`config.mk`:
```
export PLATFORM = sky130hd
export DESIGN_NAME = pipe_decode_ctrl
export DESIGN_NICKNAME = d
export VERILOG_FILES = /design/src/rtl/pipe_decode_ctrl.sv
export SDC_FILE = /design/constraint.sdc
export NUM_CORES = 1
export LEC_CHECK = 0
export ABC_CLOCK_PERIOD_IN_PS = 3200
export BUFFER_PORTS_ARGS = -buffer_cell sky130_fd_sc_hd__buf_2
export CAP_MARGIN = 10
export CORE_MARGIN = 1.5
export CORE_UTILIZATION = 53
export CTS_CLUSTER_DIAMETER = 200
export DETAILED_ROUTE_END_ITERATION = 7
export GPL_TIMING_DRIVEN = 0
export PLACE_DENSITY = 0.85
export SYNTH_ARGS = -nofsm -noshare
export SYNTH_HDL_FRONTEND = slang
export SYNTH_SLANG_ARGS = --single-unit
```
`constraint.sdc`:
```
create_clock -name clock -period 3.2 [get_ports clock]
set_clock_uncertainty 0.2 [all_clocks]
set_input_delay 0.16 -clock clock [delete_from_list [all_inputs] [get_ports clock]]
set_output_delay 0.16 -clock clock [all_outputs]
set_load 0.005 [all_outputs]
```
`src/rtl/pipe_decode_ctrl.sv`:
```
// Decode-and-issue stage: decodes one instruction into the execute/memory/writeback
// control bundle, holds it in a one-entry output register and gates issue on hazards.
module pipe_decode_ctrl #(
    parameter int LOAD_USE_CYCLES = 1,
    parameter int SB_DEPTH        = 4,
    parameter int MD_LAT          = 32
) (
    input  logic        clock,
    input  logic        reset,
    input  logic        in_valid,
    output logic        in_ready,
    input  logic [31:0] in_insn,
    input  logic        flush,
    output logic        out_valid,
    input  logic        out_ready,
    output logic [31:0] out_insn,
    output logic [4:0]  out_aluop,
    output logic        out_alu_inb,
    output logic        out_wren,
    output logic        out_we,
    output logic        out_rwd,
    output logic        out_rdst,
    output logic        out_jal,
    output logic        out_jp,
    output logic        out_jr,
    output logic        out_bne,
    output logic        out_blt,
    output logic        out_bex,
    output logic        out_setx,
    output logic [4:0]  out_rd,
    output logic        md_busy
);

    localparam logic [4:0] OP_ADD  = 5'b00000;
    localparam logic [4:0] OP_J    = 5'b00001;
    localparam logic [4:0] OP_BNE  = 5'b00010;
    localparam logic [4:0] OP_JAL  = 5'b00011;
    localparam logic [4:0] OP_JR   = 5'b00100;
    localparam logic [4:0] OP_ADDI = 5'b00101;
    localparam logic [4:0] OP_BLT  = 5'b00110;
    localparam logic [4:0] OP_SW   = 5'b00111;
    localparam logic [4:0] OP_LW   = 5'b01000;
    localparam logic [4:0] OP_SETX = 5'b10101;
    localparam logic [4:0] OP_BEX  = 5'b10110;

    localparam int              MD_W    = (MD_LAT > 2) ? $clog2(MD_LAT) : 1;
    localparam logic [MD_W-1:0] MD_INIT = MD_W'(MD_LAT - 1);

    // True when a non-zero register rd is read by any enabled source field.
    function automatic logic src_hit(input logic [4:0] rd,
                                     input logic [4:0] rs, input logic rs_en,
                                     input logic [4:0] rt, input logic rt_en,
                                     input logic [4:0] rf, input logic rf_en);
        return (rd != 5'd0) &&
               ((rs_en && (rs == rd)) || (rt_en && (rt == rd)) || (rf_en && (rf == rd)));
    endfunction

    logic        is_add_s, is_j_s, is_bne_s, is_jal_s, is_jr_s, is_addi_s;
    logic        is_blt_s, is_sw_s, is_lw_s, is_setx_s, is_bex_s;
    logic [11:0] dec_flags_s;
    logic [4:0]  dec_aluop_s;
    logic [4:0]  dec_rd_s;
    logic        dec_md_s;
    logic        rs_en_s, rt_en_s, rf_en_s;
    logic        stall_s;
    logic        accept_s;
    logic        issue_s;
    logic [MD_W-1:0] md_cnt_next_s;

    logic        out_valid_r;
    logic [31:0] out_insn_r;
    logic [4:0]  out_aluop_r;
    logic [11:0] out_flags_r;
    logic [4:0]  out_rd_r;
    logic        out_md_r;
    logic [SB_DEPTH-1:0] sb_valid_r;
    logic [SB_DEPTH-1:0] sb_load_r;
    logic [4:0]          sb_rd_r [SB_DEPTH];
    logic [MD_W-1:0]     md_cnt_r;
    logic                md_busy_r;

    // Opcode decode of the incoming instruction.
    always_comb begin
        is_add_s  = 1'b0;
        is_j_s    = 1'b0;
        is_bne_s  = 1'b0;
        is_jal_s  = 1'b0;
        is_jr_s   = 1'b0;
        is_addi_s = 1'b0;
        is_blt_s  = 1'b0;
        is_sw_s   = 1'b0;
        is_lw_s   = 1'b0;
        is_setx_s = 1'b0;
        is_bex_s  = 1'b0;
        case (in_insn[31:27])
            OP_ADD:  is_add_s  = 1'b1;
            OP_J:    is_j_s    = 1'b1;
            OP_BNE:  is_bne_s  = 1'b1;
            OP_JAL:  is_jal_s  = 1'b1;
            OP_JR:   is_jr_s   = 1'b1;
            OP_ADDI: is_addi_s = 1'b1;
            OP_BLT:  is_blt_s  = 1'b1;
            OP_SW:   is_sw_s   = 1'b1;
            OP_LW:   is_lw_s   = 1'b1;
            OP_SETX: is_setx_s = 1'b1;
            OP_BEX:  is_bex_s  = 1'b1;
            default: is_add_s  = 1'b0;
        endcase
    end

    // Control bundle fields, destination and source enables.
    always_comb begin
        dec_flags_s = {is_addi_s | is_sw_s | is_lw_s,
                       is_sw_s,
                       is_add_s | is_addi_s | is_lw_s | is_jal_s | is_setx_s,
                       is_lw_s,
                       is_addi_s | is_sw_s | is_lw_s | is_bne_s | is_jr_s | is_blt_s,
                       is_jal_s,
                       is_j_s | is_jal_s,
                       is_jr_s,
                       is_bne_s,
                       is_blt_s,
                       is_bex_s,
                       is_setx_s};
        if (is_addi_s || is_sw_s || is_lw_s) begin
            dec_aluop_s = 5'b00000;
        end else if (is_bne_s || is_blt_s) begin
            dec_aluop_s = 5'b00001;
        end else begin
            dec_aluop_s = in_insn[6:2];
        end
        if (is_add_s || is_addi_s || is_lw_s) begin
            dec_rd_s = in_insn[26:22];
        end else if (is_jal_s) begin
            dec_rd_s = 5'd31;
        end else if (is_setx_s) begin
            dec_rd_s = 5'd30;
        end else begin
            dec_rd_s = 5'd0;
        end
        dec_md_s = is_add_s && ((in_insn[6:2] == 5'b00110) || (in_insn[6:2] == 5'b00111));
        rs_en_s  = is_add_s | is_addi_s | is_lw_s | is_sw_s | is_bne_s | is_blt_s;
        rt_en_s  = is_add_s;
        rf_en_s  = is_sw_s | is_bne_s | is_blt_s | is_jr_s;
    end

    // Load-use hazard: a load still in the output register, or a recently issued one.
    always_comb begin
        stall_s = out_valid_r && out_flags_r[8] &&
                  src_hit(out_rd_r, in_insn[21:17], rs_en_s, in_insn[16:12], rt_en_s,
                          in_insn[26:22], rf_en_s);
        for (int i = 0; i < SB_DEPTH; i++) begin
            stall_s = stall_s | ((i < LOAD_USE_CYCLES) && sb_valid_r[i] && sb_load_r[i] &&
                      src_hit(sb_rd_r[i], in_insn[21:17], rs_en_s, in_insn[16:12], rt_en_s,
                              in_insn[26:22], rf_en_s));
        end
    end

    assign in_ready = reset & (~out_valid_r | out_ready) & ~stall_s & ~md_busy_r & ~flush;
    assign accept_s = in_valid & in_ready;
    assign issue_s  = out_valid_r & out_ready & ~flush;

    // Next mul/div countdown value; a fresh issue reloads the counter.
    always_comb begin
        if (issue_s && out_md_r) begin
            md_cnt_next_s = MD_INIT;
        end else if (md_cnt_r != '0) begin
            md_cnt_next_s = md_cnt_r - MD_W'(1);
        end else begin
            md_cnt_next_s = md_cnt_r;
        end
    end

    // One-entry output register holding the decoded bundle.
    always_ff @(posedge clock or negedge reset) begin
        if (!reset) begin
            out_valid_r <= 1'b0;
            out_insn_r  <= 32'd0;
            out_aluop_r <= 5'd0;
            out_flags_r <= 12'd0;
            out_rd_r    <= 5'd0;
            out_md_r    <= 1'b0;
        end else if (accept_s) begin
            out_valid_r <= 1'b1;
            out_insn_r  <= in_insn;
            out_aluop_r <= dec_aluop_s;
            out_flags_r <= dec_flags_s;
            out_rd_r    <= dec_rd_s;
            out_md_r    <= dec_md_s;
        end else if (flush || out_ready) begin
            out_valid_r <= 1'b0;
        end
    end

    // Scoreboard shift register; entry index is the age since issue.
    always_ff @(posedge clock or negedge reset) begin
        if (!reset) begin
            sb_valid_r <= '0;
            sb_load_r  <= '0;
            for (int i = 0; i < SB_DEPTH; i++) begin
                sb_rd_r[i] <= 5'd0;
            end
        end else begin
            for (int i = SB_DEPTH - 1; i > 0; i--) begin
                sb_valid_r[i] <= sb_valid_r[i-1];
                sb_load_r[i]  <= sb_load_r[i-1];
                sb_rd_r[i]    <= sb_rd_r[i-1];
            end
            sb_valid_r[0] <= issue_s;
            sb_load_r[0]  <= issue_s & out_flags_r[8];
            sb_rd_r[0]    <= issue_s ? out_rd_r : 5'd0;
        end
    end

    // Mul/div occupancy counter and its registered busy flag.
    always_ff @(posedge clock or negedge reset) begin
        if (!reset) begin
            md_cnt_r  <= '0;
            md_busy_r <= 1'b0;
        end else begin
            md_cnt_r  <= md_cnt_next_s;
            md_busy_r <= (md_cnt_next_s != '0);
        end
    end

    assign out_valid = out_valid_r;
    assign out_insn  = out_insn_r;
    assign out_aluop = out_aluop_r;
    assign out_rd    = out_rd_r;
    assign md_busy   = md_busy_r;
    assign {out_alu_inb, out_wren, out_we, out_rwd, out_rdst, out_jal,
            out_jp, out_jr, out_bne, out_blt, out_bex, out_setx} = out_flags_r;

endmodule
```
# Word level (Yosys, flattened, before mapping)
# Index checks and enable logic that the tools add are counted.
# word_totals
regBits,69
out_inout_bits,57
elab_cells,112
# op_classes
n_addsub,1
n_eq_ne,18
n_mux,21
n_bitwise,30
reduce_logical,31
# ops
cell,count
$mux W5,8
$eq A5 B3 Y1 const B,6
$eq A5 B5 Y1,6
$reduce_bool A5 Y1,4
$or A1 B1 Y1,18
$logic_and A1 B1 Y1,14
$mux W1,13
$logic_or A1 B1 Y1,11
$eq A5 B2 Y1 const B,2
$eq A5 B5 Y1 const B,2
$and A1 B1 Y1,8
$eq A5 B1 Y1 const B,1
$eq A5 B4 Y1 const B,1
$logic_not A5 Y1,1
$sub A5 B1 Y5 const B,1
$not A1 Y1,4
$reduce_bool A2 Y1,1

# Longest topological paths before layout
# depth
depth_word,19
ltp_mapped,9
ltp_nobuf,6

# Worst setup path after synthesis
# Ideal clock, no wire load.
# synth_path
path_kind,reg2reg
startpoint,register out_rd_r[2] (netlist: out_rd[2])
endpoint,register out_aluop_r[0] (netlist: out_aluop[0])
setup_time_ps,125
arrival_ps,2242
path_slack_ps,633
path_stages_with_launch,10
n_path_buf,3
period_less_slack_ps,2567
cell_sequence,dfrtp_1 buf_6 or4_1 o211ai_2 or4_1 o311ai_1 nand4bb_1 buf_6 buf_6 mux2_4
# synth_between
elab_chain_len,12
elab_cells_between_ends,17
classes_between,3 x eq/ne; 6 x bitwise; 8 x reduce/logical
# synth_lines
element,line_no,text
start: declaration,74,logic [4:0] out_rd_r;
start signal: assignment,188,out_rd_r <= dec_rd_s;
$eq A5 B5 Y1,55,((rs_en && (rs == rd)) || (rt_en && (rt == rd)) || (rf_en && (rf == rd)));
$logic_and A1 B1 Y1,55,
$logic_or A1 B1 Y1 (2 in series),55,
$logic_and A1 B1 Y1 *,54,return (rd != 5'd0) &&
$logic_and A1 B1 Y1 *,149,stall_s = out_valid_r && out_flags_r[8] &&
$or A1 B1 Y1 *,153,stall_s = stall_s | ((i < LOAD_USE_CYCLES) && sb_valid_r[i] && sb_load_r[i] &&
$not A1 Y1 *,159,assign in_ready = reset & (~out_valid_r | out_ready) & ~stall_s & ~md_busy_r & ~flush;
$and A1 B1 Y1 * (3 in series),159,
$and A1 B1 Y1 *,160,assign accept_s = in_valid & in_ready;
end signal: assignment,186,out_aluop_r <= dec_aluop_s;
end: declaration,72,logic [4:0] out_aluop_r;
# Every way passes the cells marked *; elsewhere a longest branch is shown, timed or not.
# A chain may end at the register's enable or synchronous reset.

# Final worst setup path
# layout_path
startpoint,register out_rd_r[4] (netlist: out_rd[4])
endpoint,register out_insn_r[30] (netlist: out_insn[30])
# layout_between
elab_chain_len,12
elab_cells_between_ends,17
classes_between,3 x eq/ne; 6 x bitwise; 8 x reduce/logical
# layout_lines
element,line_no,text
$eq A5 B5 Y1,55,
$logic_and A1 B1 Y1,55,
$logic_or A1 B1 Y1 (2 in series),55,
$logic_and A1 B1 Y1 *,54,
$logic_and A1 B1 Y1 *,149,
$or A1 B1 Y1 *,153,
$not A1 Y1 *,159,
$and A1 B1 Y1 * (3 in series),159,
$and A1 B1 Y1 *,160,
end signal: assignment,185,out_insn_r <= in_insn;
end: declaration,71,logic [31:0] out_insn_r;
# Marks and branches as above.

==> results by group <==
Status
  • Status: finished with violations
  • Failing checks: design-rule violations

Global routing
  • Initial antenna violation count: 0
  • Vias in the first global route: 2810
  • GRT Total Usage: 24.3%
  • Pin count of the biggest net entering global routing: 71
  • First-pass GRT wire length: 13600 µm
  • Congestion Overflow GR: 0

Finish
  • Final Cell Area: 4630 µm²
  • Share of cells above drive strength 1: 39.0%
  • Finished Core Util: 72.1%
  • FF+latch area: 1730 µm²
  • Commonest non-fill, non-tap cell in the layout: buf_2
  • Multi-input gate area: 1670 µm²
  • Final cell count without fillers: 516
  • Antenna cells: 0
  • # fillers: 448
  • # nets final: 472
  • Commonest cells after routing, fill and taps aside: buf_2 (95), dfrtp_1 (69), mux2_4 (33)
  • Area growth syn-to-layout: 30.2%

Drt
  • Routed WL: 8150 µm
  • Via count: 2726
  • Drt wl/cell: 15.8 µm
  • Routed Antenna Nets: 0
  • DRC: 7
  • 1st-iter DRT viols: 221
  • First drt pass iteration count: 6
  • Via density: 5.28

Clock network
  • CTS tree: built
  • Latest clock arrival within the worst-skew pair: 350 ps
  • H-tree depth: 3
  • Post-CTS setup buffer count: 0
  • Clock Path Buffers: 2
  • CTS Root Cell: clkbuf_8
  • Sink Count: 69
  • Clk slew on worst S/H paths: 80 ps
  • Inserted Clock Buffers: 9
  • Post_cts resized: 0

Synthesis
  • Synth unique cells: 38
  • Cell Area, Synth: 3560 µm²
  • Mapped Cells: 301
  • Synth warn: 0
  • Post-synthesis net count: 339
  • Syn Area/Cell: 11.8 µm²
  • Seq/Total Area, Yosys: 48.6%
  • Flops & latches, synth: 69

Hold path
  • Cell count of the worst hold path: 3
  • Hold Path Class: primary input to flip-flop

Placement
  • Placed insts: 470
  • Port bufs: 92
  • Dpl cell area: 4120 µm²
  • Placer Congestion: 0.850
  • Dpl hpwl: 5520 µm

Worst setup path
  • Critical Path Slowest Stage Cell: or4_1
  • Crit. End Element: flip-flop
  • Crit Path Category: flip-flop to flip-flop
  • Worst setup SP type: flip-flop
  • CP arrival: 2990 ps
  • Levels on crit path: 9
  • CP peak stage delay: 550 ps
  • Critical path's top delay family: simple AND/OR/NAND/NOR gates
  • Worst path buffer plus inverter count: 3
  • R2R depth: 9
  • CP cell instances: clkbuf_1 > or4_1 > o211ai_2 > or4_1 > o311ai_1 > nand4bb_1 > buf_6 > buf_6 > mux2_4
  • CP required: 3230 ps
  • Crit-path max FO: 10

STA
  • Slew @ Worst Pin: 858 ps
  • Post-route setup TNS: 0 ps
  • Minimum clock period: 2960 ps
  • Slew Limit Fails: 0
  • Worst rel slew slack: 42.8%
  • Tcrit/Tclk final: 92.5%
  • RSZ-0062 raised after global routing: no
  • Finish-stage setup viols: 0
  • Endpoints failing hold: 0
  • F_max: 0.338 GHz

Floorplanning
  • I/O pin count: 94
  • Die Y: 84.9 µm
  • Die area: 7210 µm²
  • Die X: 84.9 µm
  • Core footprint: 6420 µm²
  • FP Rows: 29
  • Starting density of the core: 55.4%

Power
  • P_leak: 2.49 nW
  • Max VDD drop: 0.392 mV
  • PD cells: 591 nW/µm²

Flow run
  • Max-capacitance violation count: 0
==> sequential cells by signal, summed over array words and instances, names as in the netlist <==
signal and count:
out_aluop 5, out_valid 1, sb_rd_r 5, md_busy 1
md_cnt_r 5, out_md_r 1, sb_valid_r 1, sb_load_r 1
out_rd 5, out_insn 32, out_flags_r 12
==> per-stage QoR <==
step | setup slack [ps] | hold slack (ps) | power [mW]
4_1_cts | 258 | 85.2 | 2.74
5_1_grt | 148 | 118 | 2.89
6_report | 239 | 101 | 2.73
3_5_place_dp | 288 | 125 | 1.94
2_1_floorplan | 633 | -336 | 1.63
3_3_place_gp | 139 | 163 | 1.90
==> what timing repair did <==
item,in CTS,in global routing
endpoints found under the setup margin,0,0
hold buffers,30,0
endpoints found under the hold margin,103,0
==> cell type report <==
cell class	instances	share of cell area, %
flip-flops and latches	69	37.3
inverters	11	0.892
clock buffers	10	2.76
well taps	77	2.08
plain buffers	18	2.54
multi-input cells	203	36.1
repair buffers	122	16.5
clock inverters	6	1.89
==> logic make-up after synthesis <==
logic type	after synthesis	synth area share, %
xor+xnor	33	8.13
flops	69	48.6
simple gates	81	12.1
fa+ha+maj	2	0.633
buf+inv	29	4.47
mux	56	21.0
compound gates	31	5.14
==> worst min-delay path: stages <==
cell and delay [ps]:
buf_2 80, buf_2 200, mux2_4 170
==> worst paths after layout <==
| path | to | from | slack [ps] |
|---|---|---|---|
| hold / removal | out_insn[27] | in_insn[27] | 100 |
| setup reg to reg | out_insn[30] | out_rd[4] | 240 |
| hold reg to reg | out_insn[10] | out_insn[10] | 300 |
| min in group asynchronous | out_flags_r[1] | reset | 260 |
| setup / recovery | out_insn[30] | out_rd[4] | 240 |
| max in group asynchronous | out_insn[16] | reset | 1970 |
==> synth_stat cells (all sizes together) <==
cell type	instances	area (µm²)
nand3	6	30.0
o311ai	1	8.76
ha	1	12.5
nand2	20	75.1
nand3b	1	7.51
or2	1	6.26
nand4	2	12.5
o21ai	12	60.1
o21bai	1	7.51
or4	5	37.5
and4b	1	10.0
dfrtp	69	1730
inv	11	41.3
nor4	3	18.8
or3b	1	8.76
mux2	50	687
clkbuf	6	22.5
a21oi	11	55.1
or4bb	1	11.3
xor2	11	96.3
buf	12	95.1
xnor2	22	193
nor2b	3	18.8
mux2i	6	60.1
maj3	1	10.0
a21o	4	30.0
o211ai	1	12.5
nand2b	4	25.0
and3	1	6.26
and2	6	37.5
o2111ai	1	8.76
nor3	11	60.1
nor2	14	52.6
nand4bb	1	11.3
==> routing by layer <==
| layer | wire length [µm] | up-vias | global-route usage [%] | part of all wire, % |
|---|---|---|---|---|
| met5 | 0 | - | 0 | 0 |
| met4 | 172 | 0 | 9.99 | 2.1 |
| met3 | 459 | 17 | 6.52 | 5.6 |
| met2 | 3930 | 93 | 39.1 | 48 |
| met1 | 3590 | 1324 | 31.3 | 44 |
| li1 | - | 1292 | - | - |
==> where the power goes <==
part           switching [mW]  total [mW]  internal [mW]
Combinational           0.319       0.760          0.441
Sequential              0.114        1.19           1.08
Clock                   0.343       0.781          0.437
Power figures use the tool's default switching activity.
